### config.mk
export PLATFORM = sky130hd
export DESIGN_NAME = tetris_board_avl_writer
export DESIGN_NICKNAME = d
export VERILOG_FILES = /design/src/rtl/tetris_board_avl_writer.sv
export SDC_FILE = /design/constraint.sdc
export NUM_CORES = 1
export LEC_CHECK = 0
export CAP_MARGIN = 20
export CORE_MARGIN = 5
export CORE_UTILIZATION = 55
export CTS_BUF_LIST = sky130_fd_sc_hd__clkbuf_16
export CTS_CLUSTER_SIZE = 14
export DETAILED_ROUTE_END_ITERATION = 10
export GPL_TIMING_DRIVEN = 1
export HOLD_SLACK_MARGIN = 0.08
export PLACE_DENSITY_LB_ADDON = 0.15
export SYNTH_ARGS = -nofsm -noshare
export SYNTH_HDL_FRONTEND = slang
export SYNTH_SLANG_ARGS = --single-unit
### constraint.sdc
create_clock -name CLK -period 2.4 [get_ports CLK]
set_input_delay 0.48 -clock CLK [delete_from_list [all_inputs] [get_ports CLK]]
set_output_delay 0.48 -clock CLK [all_outputs]
set_load 0.01 [all_outputs]
### src/rtl/tetris_board_avl_writer.sv
// Avalon-MM master that keeps the game-side shadow of the 20x10 Tetris board
// and writes dirty rows (or every row on a full refresh) into VGA VRAM, one word per row.
module tetris_board_avl_writer #(
    parameter int          NUM_ROWS  = 20,
    parameter int          ROW_BITS  = 10,
    parameter logic [11:0] BASE_ADDR = 12'h000
) (
    input  logic                CLK,
    input  logic                RESET_N,
    input  logic                ROW_WE,
    input  logic [4:0]          ROW_IDX,
    input  logic [ROW_BITS-1:0] ROW_DATA,
    input  logic                COMMIT,
    input  logic                FULL_REFRESH,
    output logic                BUSY,
    output logic                DONE,
    output logic                AVM_CS,
    output logic                AVM_WRITE,
    output logic [11:0]         AVM_ADDR,
    output logic [3:0]          AVM_BYTE_EN,
    output logic [31:0]         AVM_WRITEDATA,
    input  logic                AVM_WAITREQUEST
);
    localparam logic [4:0] LAST_IDX = 5'(NUM_ROWS);

    typedef enum logic [1:0] {S_IDLE, S_SCAN, S_WRITE, S_FINISH} state_e;

    state_e              state_q, state_d;
    logic [ROW_BITS-1:0] shadow_q [NUM_ROWS];
    logic [ROW_BITS-1:0] shadow_d [NUM_ROWS];
    logic [ROW_BITS-1:0] snap_q   [NUM_ROWS];
    logic [ROW_BITS-1:0] snap_d   [NUM_ROWS];
    logic [NUM_ROWS-1:0] dirty_q, dirty_d;
    logic [NUM_ROWS-1:0] work_q, work_d;
    logic                pending_q, pending_d;
    logic                full_q, full_d;
    logic [4:0]          idx_q, idx_d;
    logic                busy_q, busy_d;
    logic                done_q, done_d;
    logic                cs_q, cs_d;
    logic                wr_q, wr_d;
    logic [11:0]         addr_q, addr_d;
    logic [3:0]          be_q, be_d;
    logic [31:0]         wdata_q, wdata_d;

    logic row_ok;
    logic start;
    logic scan_end;

    assign row_ok   = ROW_WE && (ROW_IDX < LAST_IDX);
    // A COMMIT arriving while idle is taken the same cycle it is seen.
    assign start    = (state_q == S_IDLE) && (pending_q || COMMIT);
    assign scan_end = (idx_q == LAST_IDX);

    always_ff @(posedge CLK) begin
        if (!RESET_N) begin
            state_q <= S_IDLE;
            for (int r = 0; r < NUM_ROWS; r++) begin
                shadow_q[r] <= '0;
                snap_q[r]   <= '0;
            end
            dirty_q   <= '1;
            work_q    <= '0;
            pending_q <= 1'b0;
            full_q    <= 1'b0;
            idx_q     <= '0;
            busy_q    <= 1'b0;
            done_q    <= 1'b0;
            cs_q      <= 1'b0;
            wr_q      <= 1'b0;
            addr_q    <= '0;
            be_q      <= '0;
            wdata_q   <= '0;
        end else begin
            state_q   <= state_d;
            shadow_q  <= shadow_d;
            snap_q    <= snap_d;
            dirty_q   <= dirty_d;
            work_q    <= work_d;
            pending_q <= pending_d;
            full_q    <= full_d;
            idx_q     <= idx_d;
            busy_q    <= busy_d;
            done_q    <= done_d;
            cs_q      <= cs_d;
            wr_q      <= wr_d;
            addr_q    <= addr_d;
            be_q      <= be_d;
            wdata_q   <= wdata_d;
        end
    end

    always_comb begin
        state_d = state_q;
        case (state_q)
            S_IDLE:   if (start) state_d = S_SCAN;
            S_SCAN: begin
                if (scan_end)             state_d = S_FINISH;
                else if (work_q[idx_q])   state_d = S_WRITE;
            end
            S_WRITE:  if (!AVM_WAITREQUEST) state_d = S_SCAN;
            S_FINISH: state_d = S_IDLE;
            default:  state_d = S_IDLE;
        endcase
    end

    always_comb begin
        shadow_d  = shadow_q;
        snap_d    = snap_q;
        dirty_d   = dirty_q;
        work_d    = work_q;
        pending_d = pending_q | COMMIT;
        full_d    = full_q | (COMMIT & FULL_REFRESH);
        idx_d     = idx_q;
        busy_d    = busy_q;
        done_d    = 1'b0;
        cs_d      = cs_q;
        wr_d      = wr_q;
        addr_d    = addr_q;
        be_d      = be_q;
        wdata_d   = wdata_q;
        case (state_q)
            S_IDLE: begin
                if (start) begin
                    snap_d    = shadow_q;
                    work_d    = (full_q | (COMMIT & FULL_REFRESH)) ? '1 : dirty_q;
                    dirty_d   = '0;
                    pending_d = 1'b0;
                    full_d    = 1'b0;
                    idx_d     = '0;
                    busy_d    = 1'b1;
                end
            end
            S_SCAN: begin
                if (!scan_end) begin
                    if (work_q[idx_q]) begin
                        cs_d    = 1'b1;
                        wr_d    = 1'b1;
                        addr_d  = BASE_ADDR + {7'd0, idx_q};
                        be_d    = 4'hF;
                        wdata_d = {{(32-ROW_BITS){1'b0}}, snap_q[idx_q]};
                    end else begin
                        idx_d = idx_q + 5'd1;
                    end
                end
            end
            S_WRITE: begin
                if (!AVM_WAITREQUEST) begin
                    cs_d    = 1'b0;
                    wr_d    = 1'b0;
                    addr_d  = '0;
                    be_d    = '0;
                    wdata_d = '0;
                    idx_d   = idx_q + 5'd1;
                end
            end
            S_FINISH: begin
                done_d = 1'b1;
                busy_d = 1'b0;
            end
            default: ;
        endcase
        // Applied last so a same-cycle row write survives the dirty clear at capture.
        if (row_ok) begin
            shadow_d[ROW_IDX] = ROW_DATA;
            dirty_d[ROW_IDX]  = 1'b1;
        end
    end

    assign BUSY          = busy_q;
    assign DONE          = done_q;
    assign AVM_CS        = cs_q;
    assign AVM_WRITE     = wr_q;
    assign AVM_ADDR      = addr_q;
    assign AVM_BYTE_EN   = be_q;
    assign AVM_WRITEDATA = wdata_q;

endmodule

* Word-level counts from Yosys, hierarchy flattened *
Cells that the tools add are included.

storage, ports and cells
  register bits = 500
  latch bits = 0
  memory bits (writable) = 0
  bits in read-only memories = 0
  input port bits = 21
  output and inout port bits = 52
  word-level logic and storage cells = 137
  memories kept = 0

operators by class
  add/subtract/negate cells = 1
  multiply operators = 0
  div/mod/pow operators = 0
  magnitude comparators = 7
  equal/unequal tests = 10
  shift-type cells = 0
  muxes and demuxes = 47
  bitwise operators = 6
  reduce and logical (&&, ||, !) cells = 14

operators by type and width
  operator             count
  $bwmux 200           1
  $mux 32              3
  $mux 20              4
  $pmux 32 s2          1
  $bmux 10 s5          1
  $demux 10 s5         1
  $mux 12              3
  $mux 10              3
  $pmux 12 s2          1
  $mux 5               4
  $or 20x20->20        1
  $pmux 5 s3           1
  $ge 6x6->1 const B   2
  $lt 5x6->1 const B   2
  $mux 4               3
  $not 5->6            2
  $mux 1               11
  $ne 2x2->1 const B   5
  $mux 2               4
  $pmux 2 s4           1
  $pmux 4 s2           1
  $lt 6x1->1 const B   1
  $add 5x1->5 const B  1
  $bmux 1 s5           1
  19 further kinds     27

* Logic depth before layout (Yosys ltp) *
Gate-level depths: netlist of the first run.

  depth in word-level cells = 7
  gate-level depth with buffers = 13
  mapped depth without buffers = 7

* Worst setup path after synthesis of the first run *
Ideal clock, no wire load.

  kind = flip-flop to flip-flop
  from = register idx_q[0]
  to = register be_q[2], in the netlist AVM_BYTE_EN[2]
  library setup time = 123 ps
  arrival time = 2353 ps
  data required time = 2277 ps
  path slack = -77 ps
  stages on the path, launching flop included = 13
  path buffers = 5
  clock period less this slack = 2477 ps
  cell sequence = dfxtp_1 > buf_6 > buf_6 > buf_4 > buf_2 > inv_1 > ha_1 > and4b_1 > nand2_1 > o211ai_1 > a31o_1 > buf_6 > mux2_1

on the way
  cells in the longest elaborated chain, start to end = 4
  elaborated cells on any way between the ends = 6
  classes of those cells = eq/ne: 3; mux: 2; reduce/logical: 1

ends and longest elaborated chain
  what                                   line  source
  from (decl)                            37    logic [4:0] idx_q, idx_d;
  from (signal assigned)                 82    idx_q <= idx_d;
  $bmux 1 s5                             136   if (work_q[idx_q]) begin
  $mux 1 (implied by the code)           136
  $ne 2x2->1 (no source line)            --
  $reduce_and 4->1 (no source line) (*)  --
  to (signal assigned)                   72    be_q <= '0;
  to (signal assigned)                   88    be_q <= be_d;
  to (decl)                              43    logic [3:0] be_q, be_d;

Mark *: on every way between the ends. The rest lies on a longest branch, timed or not. The select of a mux whose other input is x is not followed.
A chain may end at the register's enable or synchronous reset.

* Worst setup path after layout of the first run *
  from = register idx_q[0]
  to = register wdata_q[8], in the netlist AVM_WRITEDATA[8]

on the way
  cells in the longest elaborated chain, start to end = 7
  elaborated cells on any way between the ends = 13
  classes of those cells = eq/ne: 3; mux: 8; bitwise: 1; reduce/logical: 1

ends and longest elaborated chain
  what                                        line  source
  $not 5->6 (implied by the code)             141   wdata_d = {{(32-ROW_BITS){1'b0}}, snap_q[idx_q]};
  $bmux 10 s5                                 141
  $mux 10 (implied by the code) (2 in a row)  141
  $mux 32                                     136
  $mux 32                                     135   if (!scan_end) begin
  $pmux 32 s2                                 122   case (state_q)
  to (signal assigned)                        89    wdata_q <= wdata_d;
  to (decl)                                   44    logic [31:0] wdata_q, wdata_d;

Parallel ways exist; a longest one is shown, timed or not. The select of a mux whose other input is x is not followed.

==> results of run 1 <==
[cells in the mapped netlist, drive strengths merged, types with 2 or more instances]
cell    instances
nand2         777
dfxtp         467
a21boi        400
clkbuf        184
nand3         128
mux2i          75
buf            55
mux4           32
o21ai          22
a22o           21
o221a          20
nor3           12
and2            9
nor2            9
a21oi           8
nor2b           8
ha              7
and3            6
nand3b          6
inv             5
nand2b          5
nor3b           5
a221o           2
a31o            2
a31oi           2
o211a           2
o32ai           2
or2             2
[worst reg2reg max path, delay by kind of cell (launching register included)]
kind	cells	cell delay, ns
flip-flops	1	0.40
buffers and inverters	1	0.17
multiplexers	3	1.00
AO/OA/AOI/OAI	2	0.61
[layer usage]
layer	part of all wire, %	GRT usage, %
met1	47	37.4
met2	45	40.6
met3	6.1	3.74
met4	2.3	6.76
met5	0	0
[power groups by stage]
stage                     Sequential (mW)  Combinational (mW)  Clock, mW
after global placement               8.41                4.11          0
after CTS                            8.25                4.16       6.97
final                                8.25                4.18       6.84
after global routing                 8.29                4.46       7.29
after floorplan                      8.34                2.81          0
after detailed placement             8.42                4.14          0
[kinds of logic (layout without fill, tap and decap cells)]
kind of cell,Yosys count,count (layout)
muxes,108,108
buffers and inverters,244,240
DFF,467,467
other,1,29
AOI/OAI and AO/OA,487,487
adders and majority gates,7,7
and+or+nand+nor,970,970
[per-stage QoR]
stage	setup WS, ns	cell area [µm²]	hold slack (ns)	power (mW)	util [%]
3_3_place_gp	0.0671	20900	0.441	12.5	59.0
4_1_cts	0.113	22300	0.279	19.4	63.0
5_1_grt	0.0230	22300	0.319	20.0	63.0
3_5_place_dp	0.0402	20900	0.448	12.6	59.0
6_report	0.0671	22300	0.294	19.3	63.0
2_1_floorplan	0.0418	19800	0.435	11.2	-
[what timing repair did]
item / 4_1_cts / 5_1_grt
endpoints found under the setup margin: 0 / 5
resized for setup: 0 / 2
buffers inserted: 0 / 0
[flip-flops by register name, indices dropped and copies added (netlist names)]
| name | count |
|---|---|
| pending_q | 1 |
| snap_q | 200 |
| BUSY | 1 |
| idx_q | 5 |
| shadow_q | 200 |
| full_q | 1 |
| AVM_ADDR | 5 |
| DONE | 1 |
| AVM_WRITEDATA | 10 |
| AVM_BYTE_EN | 1 |
| state_q | 2 |
| dirty_q | 20 |
| work_q | 20 |
[worst max-delay path by stage]
stage | start | endpoint
floorplan | idx_q[0]$_SDFFE_PN0P_ | AVM_BYTE_EN[2]$_SDFFE_PN0P_
global placement | ROW_IDX[1] | shadow_q[130]$_SDFFE_PN0P_
detailed placement | ROW_IDX[1] | shadow_q[138]$_SDFFE_PN0P_
CTS | idx_q[0]$_SDFFE_PN0P_ | AVM_WRITEDATA[8]$_SDFFE_PN0P_
global route | idx_q[0]$_SDFFE_PN0P_ | idx_q[2]$_SDFFE_PN0P_
finish | idx_q[0]$_SDFFE_PN0P_ | AVM_WRITEDATA[8]$_SDFFE_PN0P_
[area by class of cell]
cell class,instances,area (µm²),area share [%]
tap,461,577,2.58
clock buffer,49,1230,5.49
clock inverter,34,190,0.851
multi-input combinational,1601,9420,42.1
sequential,467,9350,41.9
inverter,5,18.8,0.0840
timing repair buffer,152,1570,7.01
==> impl_metrics.yaml, run 1 <==
sta:
  hold_viol: 0
  rsz0062_at_grt: "false"
  fmax_ghz: 0.429
  skew_ns: 0.0182
  period_share_pct: 97.2
  timing.final.crit_period_ns: 2.33
  setup_viol: 0
  maxSlewViolCount: 0
  tns_ns: 0
clock_network:
  cts_buffer_depth: 3
  cts.sink_count: 467
  htree_levels: 2
  cts_root_buffer: "clkbuf_16"
  clk_pin_slew_ns: 0.06
  cts_buffers: 47
  clock_latency_ns: 0.56
  cts_hold_buffers: 0
  cts_tree: "built"
hold_path:
  hold_path.class: "input pin to flop"
  hold_path_end: "dirty_q[0]$_SDFF_PN1_"
  hold_depth: 2
  hp-start: "RESET_N"
critical_path:
  end_kind: "flop"
  cp-start-kind: "flop"
  r2r_setup_slack_ns: 0.07
  worst-path-buf-inv: 1
  cp_slowest_cell: "mux4_2"
  slowest_delay_ns: 0.57
  critPathKind: "flop to flop"
  worstReg2RegStart: "idx_q[0]$_SDFFE_PN0P_"
  path_cells: "buf_12, mux4_2, mux2i_1, o21ai_0, o21ai_0, mux2i_1"
  cp_data_required_time_ns: 2.83
  crit_fanout: 11
  cpLargestDelayFamily: "multiplexers"
  path_depth: 6
  r2r-end: "AVM_WRITEDATA[8]$_SDFFE_PN0P_"
  reg2regPathDepth: 6
  cp.arrival_ns: 2.76
synthesis:
  synthesis.area_um2: 19700
  synth_fa_ha_area_share_pct: 0.445
  async_flop_share_pct: 0
  synth_mux_area_share_pct: 7.53
  synth-simple-area-share_pct: 20.0
  ys.flop_type: "dfxtp_1"
  ys_ff_latch: 467
  syn_inst: 2284
  yosysTopAreaCell: "dfxtp_1"
  syn_area_per_cell_um2: 8.62
  yosys-top-cells-area: "dfxtp_1 (47%), nand2_1 (15%), a21boi_0 (15%)"
  synth_top_family_by_area: "simple AND/OR/NAND/NOR gates"
  synth_top_area_share_pct: 47.5
  synth_xor_area_share_pct: 0
  synth.distinct_cells: 48
  synth_edf_count: 0
  yosys_warnings: 0
  ys_seq_area_share_pct: 47.5
  synth_compound_area_share_pct: 18.9
cells_and_area:
  final_cell_mix: "nand2_1 (777), dfxtp_1 (465), a21boi_0 (387)"
  layout_commonest_cell: "nand2_1"
  areaGrowthSynthToFinish_pct: 13.5
  n_antenna_cell: 0
  final_cells: 2769
  drive_gt1_share_pct: 10.3
  fill_cells: 3044
  fin_nets: 2302
placement:
  dpl.hpwl_um: 32000
  portBuffers: 43
  gp_congestion: 0.888
  dp_cells: 2686
floorplanning:
  die_x_um: 199
  row_count: 69
  ios: 73
  start_util_pct: 55.5
  die-area_um2: 39700
  core_um2: 35500
  die_y_um: 199
pwr:
  power_density_nw_per_um2: 863
  leakage_nw: 7.54
  p_clk_share_pct: 35.5
  switching_share_pct: 29.8
  combPwrFrac_pct: 21.7
  vdd_drop_max_mv: 1.13
  p_sw_mw: 5.75
  internal_power_mw: 13.5
  p_seq_share_pct: 42.8
global_routing:
  grt_pass1_vias: 14800
  grt_pass1_wl_um: 82100
  grtUsageTotal_pct: 25.8
  antenna_found_initial: 0
  overflow: 0
  grt_max_degree: 111
routing:
  drc: 0
  first_iter_violations: 1219
  avgViaCountPerCell: 5.70
  drtPass1Iterations: 5
  num_vias: 15800
  routed_wirelength_um: 51700
  wl_per_cell_um: 18.7
  detail-route-antenna-nets: 0
flow_run:
  drv_cap: 0
run_status:
  outcome: "finished, final reports clean"
Power figures use the tool's default switching activity.
==> inputs of run 2 (changes only) <==
- TNS_END_PERCENT: not set -> 30
==> results of run 2 <==
No change in the layout: final DEF, timing and power equal those of run 1.
==> inputs of run 3 (changes only) <==
- CORE_MARGIN: 5 -> 1
==> run 3 against run 2 <==
Routed wire length decreased by 2.9%. Fmax increased by 3.6%. Clock power increased by 7.7%. Critical path depth increased by 1. Largest power group unchanged.
==> impl_metrics.yaml, run 3 (synthesis gave the netlist of run 1 again) <==
placement:
  gp_congestion: 0.830
  dpl.hpwl_um: 31900
  place_area_um2: 21000
  portBuffers: 43
  pre_cts_ws_ns: 0.0499
critical_path:
  endpoint: "AVM_WRITEDATA[9]$_SDFFE_PN0P_"
  cp-start-kind: "flop"
  cp.arrival_ns: 2.74
  r2r_setup_slack_ns: 0.15
  setup.worst_path.start: "idx_q[0]$_SDFFE_PN0P_"
  crit_fanout: 11
  r2r-end: "AVM_WRITEDATA[9]$_SDFFE_PN0P_"
  critPathKind: "flop to flop"
  end_kind: "flop"
  reg2regPathDepth: 7
  cp_data_required_time_ns: 2.89
  worstReg2RegStart: "idx_q[0]$_SDFFE_PN0P_"
clock_network:
  htree_levels: 2
  cts_tree: "built"
  cts_hold_buffers: 0
  cts_buffer_depth: 3
  post-cts-setup-buffers: 0
  cts.sink_count: 467
  cts_root_buffer: "clkbuf_16"
  cts_buffers: 49
  clk_pin_slew_ns: 0.06
  clock_latency_ns: 0.56
sta:
  timing.final.crit_period_ns: 2.25
  tightest_slew_ns: 0.530
  period_share_pct: 93.8
  tns_ns: 0
  timing.hold.ws_ns: 0.271
  relSlewSlack_pct: 64.3
  hold_viol: 0
  rsz0062_at_grt: "false"
  fmax_ghz: 0.444
  fin_ws_ns: 0.149
  setup_viol: 0
  maxSlewViolCount: 0
  skew_ns: 0.0112
floorplanning:
  die_y_um: 191
  die_x_um: 191
  start_util_pct: 56.5
  core_um2: 34900
  die-area_um2: 36600
  ios: 73
  row_count: 68
routing:
  wl_per_cell_um: 18.1
  num_vias: 15600
  first_iter_violations: 1158
  drtPass1Iterations: 5
  avgViaCountPerCell: 5.62
  drc: 0
  detail-route-antenna-nets: 0
  routed_wirelength_um: 50200
cells_and_area:
  drive_gt1_share_pct: 10.7
  fin_nets: 2308
  final_area_um2: 22600
  reg.largest.list: "shadow_q (200), snap_q (200)"
  fill_cells: 2939
  layout_commonest_cell: "nand2_1"
  final_cell_mix: "nand2_1 (777), dfxtp_1 (465), a21boi_0 (387)"
  areaGrowthSynthToFinish_pct: 14.5
global_routing:
  overflow: 0
  antenna_found_initial: 2
  grt_pass1_vias: 14800
  grt_pass1_wl_um: 80300
  grtUsageTotal_pct: 28.0
  grt_max_degree: 151
pwr:
  power_density_nw_per_um2: 878
  leakage_nw: 7.61
  vdd_drop_max_mv: 0.842
hold_path:
  hold_depth: 2
  hold_path.class: "input pin to flop"
run_status:
  outcome: "finished, final reports clean"
flow_run:
  drv_cap: 0
## run 3: changes by cell type in the layout (fill, tap and decap cells not counted), moves of 2 or more
cell / before / now
clkinv_2: 8 / 10
clkinv_1: 12 / 15
bufinv_16: 2 / 5
buf_12: 25 / 29
inv_1: 17 / 11
buf_4: 84 / 82
buf_6: 0 / 2
## run 3: final cells by class
| type | count | area [µm²] | area share (%) |
|---|---|---|---|
| multi-input combinational | 1601 | 9410 | 41.7 |
| sequential | 467 | 9350 | 41.5 |
| timing repair buffer | 156 | 1650 | 7.33 |
| clock buffer | 50 | 1250 | 5.55 |
| tap | 455 | 569 | 2.52 |
| clock inverter | 38 | 298 | 1.32 |
| inverter | 5 | 18.8 | 0.0832 |
| antenna | 1 | 2.50 | 0.0111 |
## run 3: stage by stage
stage	utilization, %	cells	total power [mW]
floorplan	-	2312	11.2
global placement	60.2	2684	12.5
detailed placement	60.2	2684	12.6
CTS	64.6	2772	19.9
global route	64.7	2773	20.6
finish	64.7	2773	19.8
## run 3: where the power goes
group          total [mW]  internal (mW)  leakage [nW]  switching (mW)
logic                4.17           1.67          3.05            2.50
clock network        7.37           4.30         0.788            3.07
registers            8.26           8.05          3.78           0.212
total                19.8           14.0          7.61            5.78
## run 3: how the worst min path moves through the flow
| stage | startpoint | to | slack (ns) |
|---|---|---|---|
| final | RESET_N | dirty_q[19]$_SDFF_PN1_ | 0.27 |
| after global routing | RESET_N | dirty_q[17]$_SDFF_PN1_ | 0.26 |
| after CTS | RESET_N | dirty_q[19]$_SDFF_PN1_ | 0.24 |
| after detailed placement | shadow_q[45]$_SDFFE_PN0P_ | shadow_q[45]$_SDFFE_PN0P_ | 0.45 |
| after global placement | shadow_q[46]$_SDFFE_PN0P_ | shadow_q[46]$_SDFFE_PN0P_ | 0.44 |
| after floorplan | shadow_q[40]$_SDFFE_PN0P_ | shadow_q[40]$_SDFFE_PN0P_ | 0.44 |
## run 3: worst max-delay path, stage by stage, from the launching register on
cell	delay [ns]
dfxtp_4	0.42
buf_4	0.27
mux2i_1	0.32
a22oi_1	0.16
a31oi_4	0.31
a31o_1	0.26
buf_4	0.23
mux2i_1	0.19
## run 3: routing by layer
layer / wire length, µm / share of wire, % / up-vias / GRT usage, %
met5: 0 / 0 / - / 0
met1: 23700 / 47 / 7538 / 39.8
met4: 1220 / 2.4 / 0 / 8.85
met3: 2760 / 5.5 / 80 / 3.67
met2: 22500 / 45 / 392 / 43.9
li1: - / - / 7586 / -
## run 3: timing repair
item,4_1_cts,5_1_grt
gates resized for setup,0,3
setup endpoints to repair,0,8
hold endpoints to repair,0,0
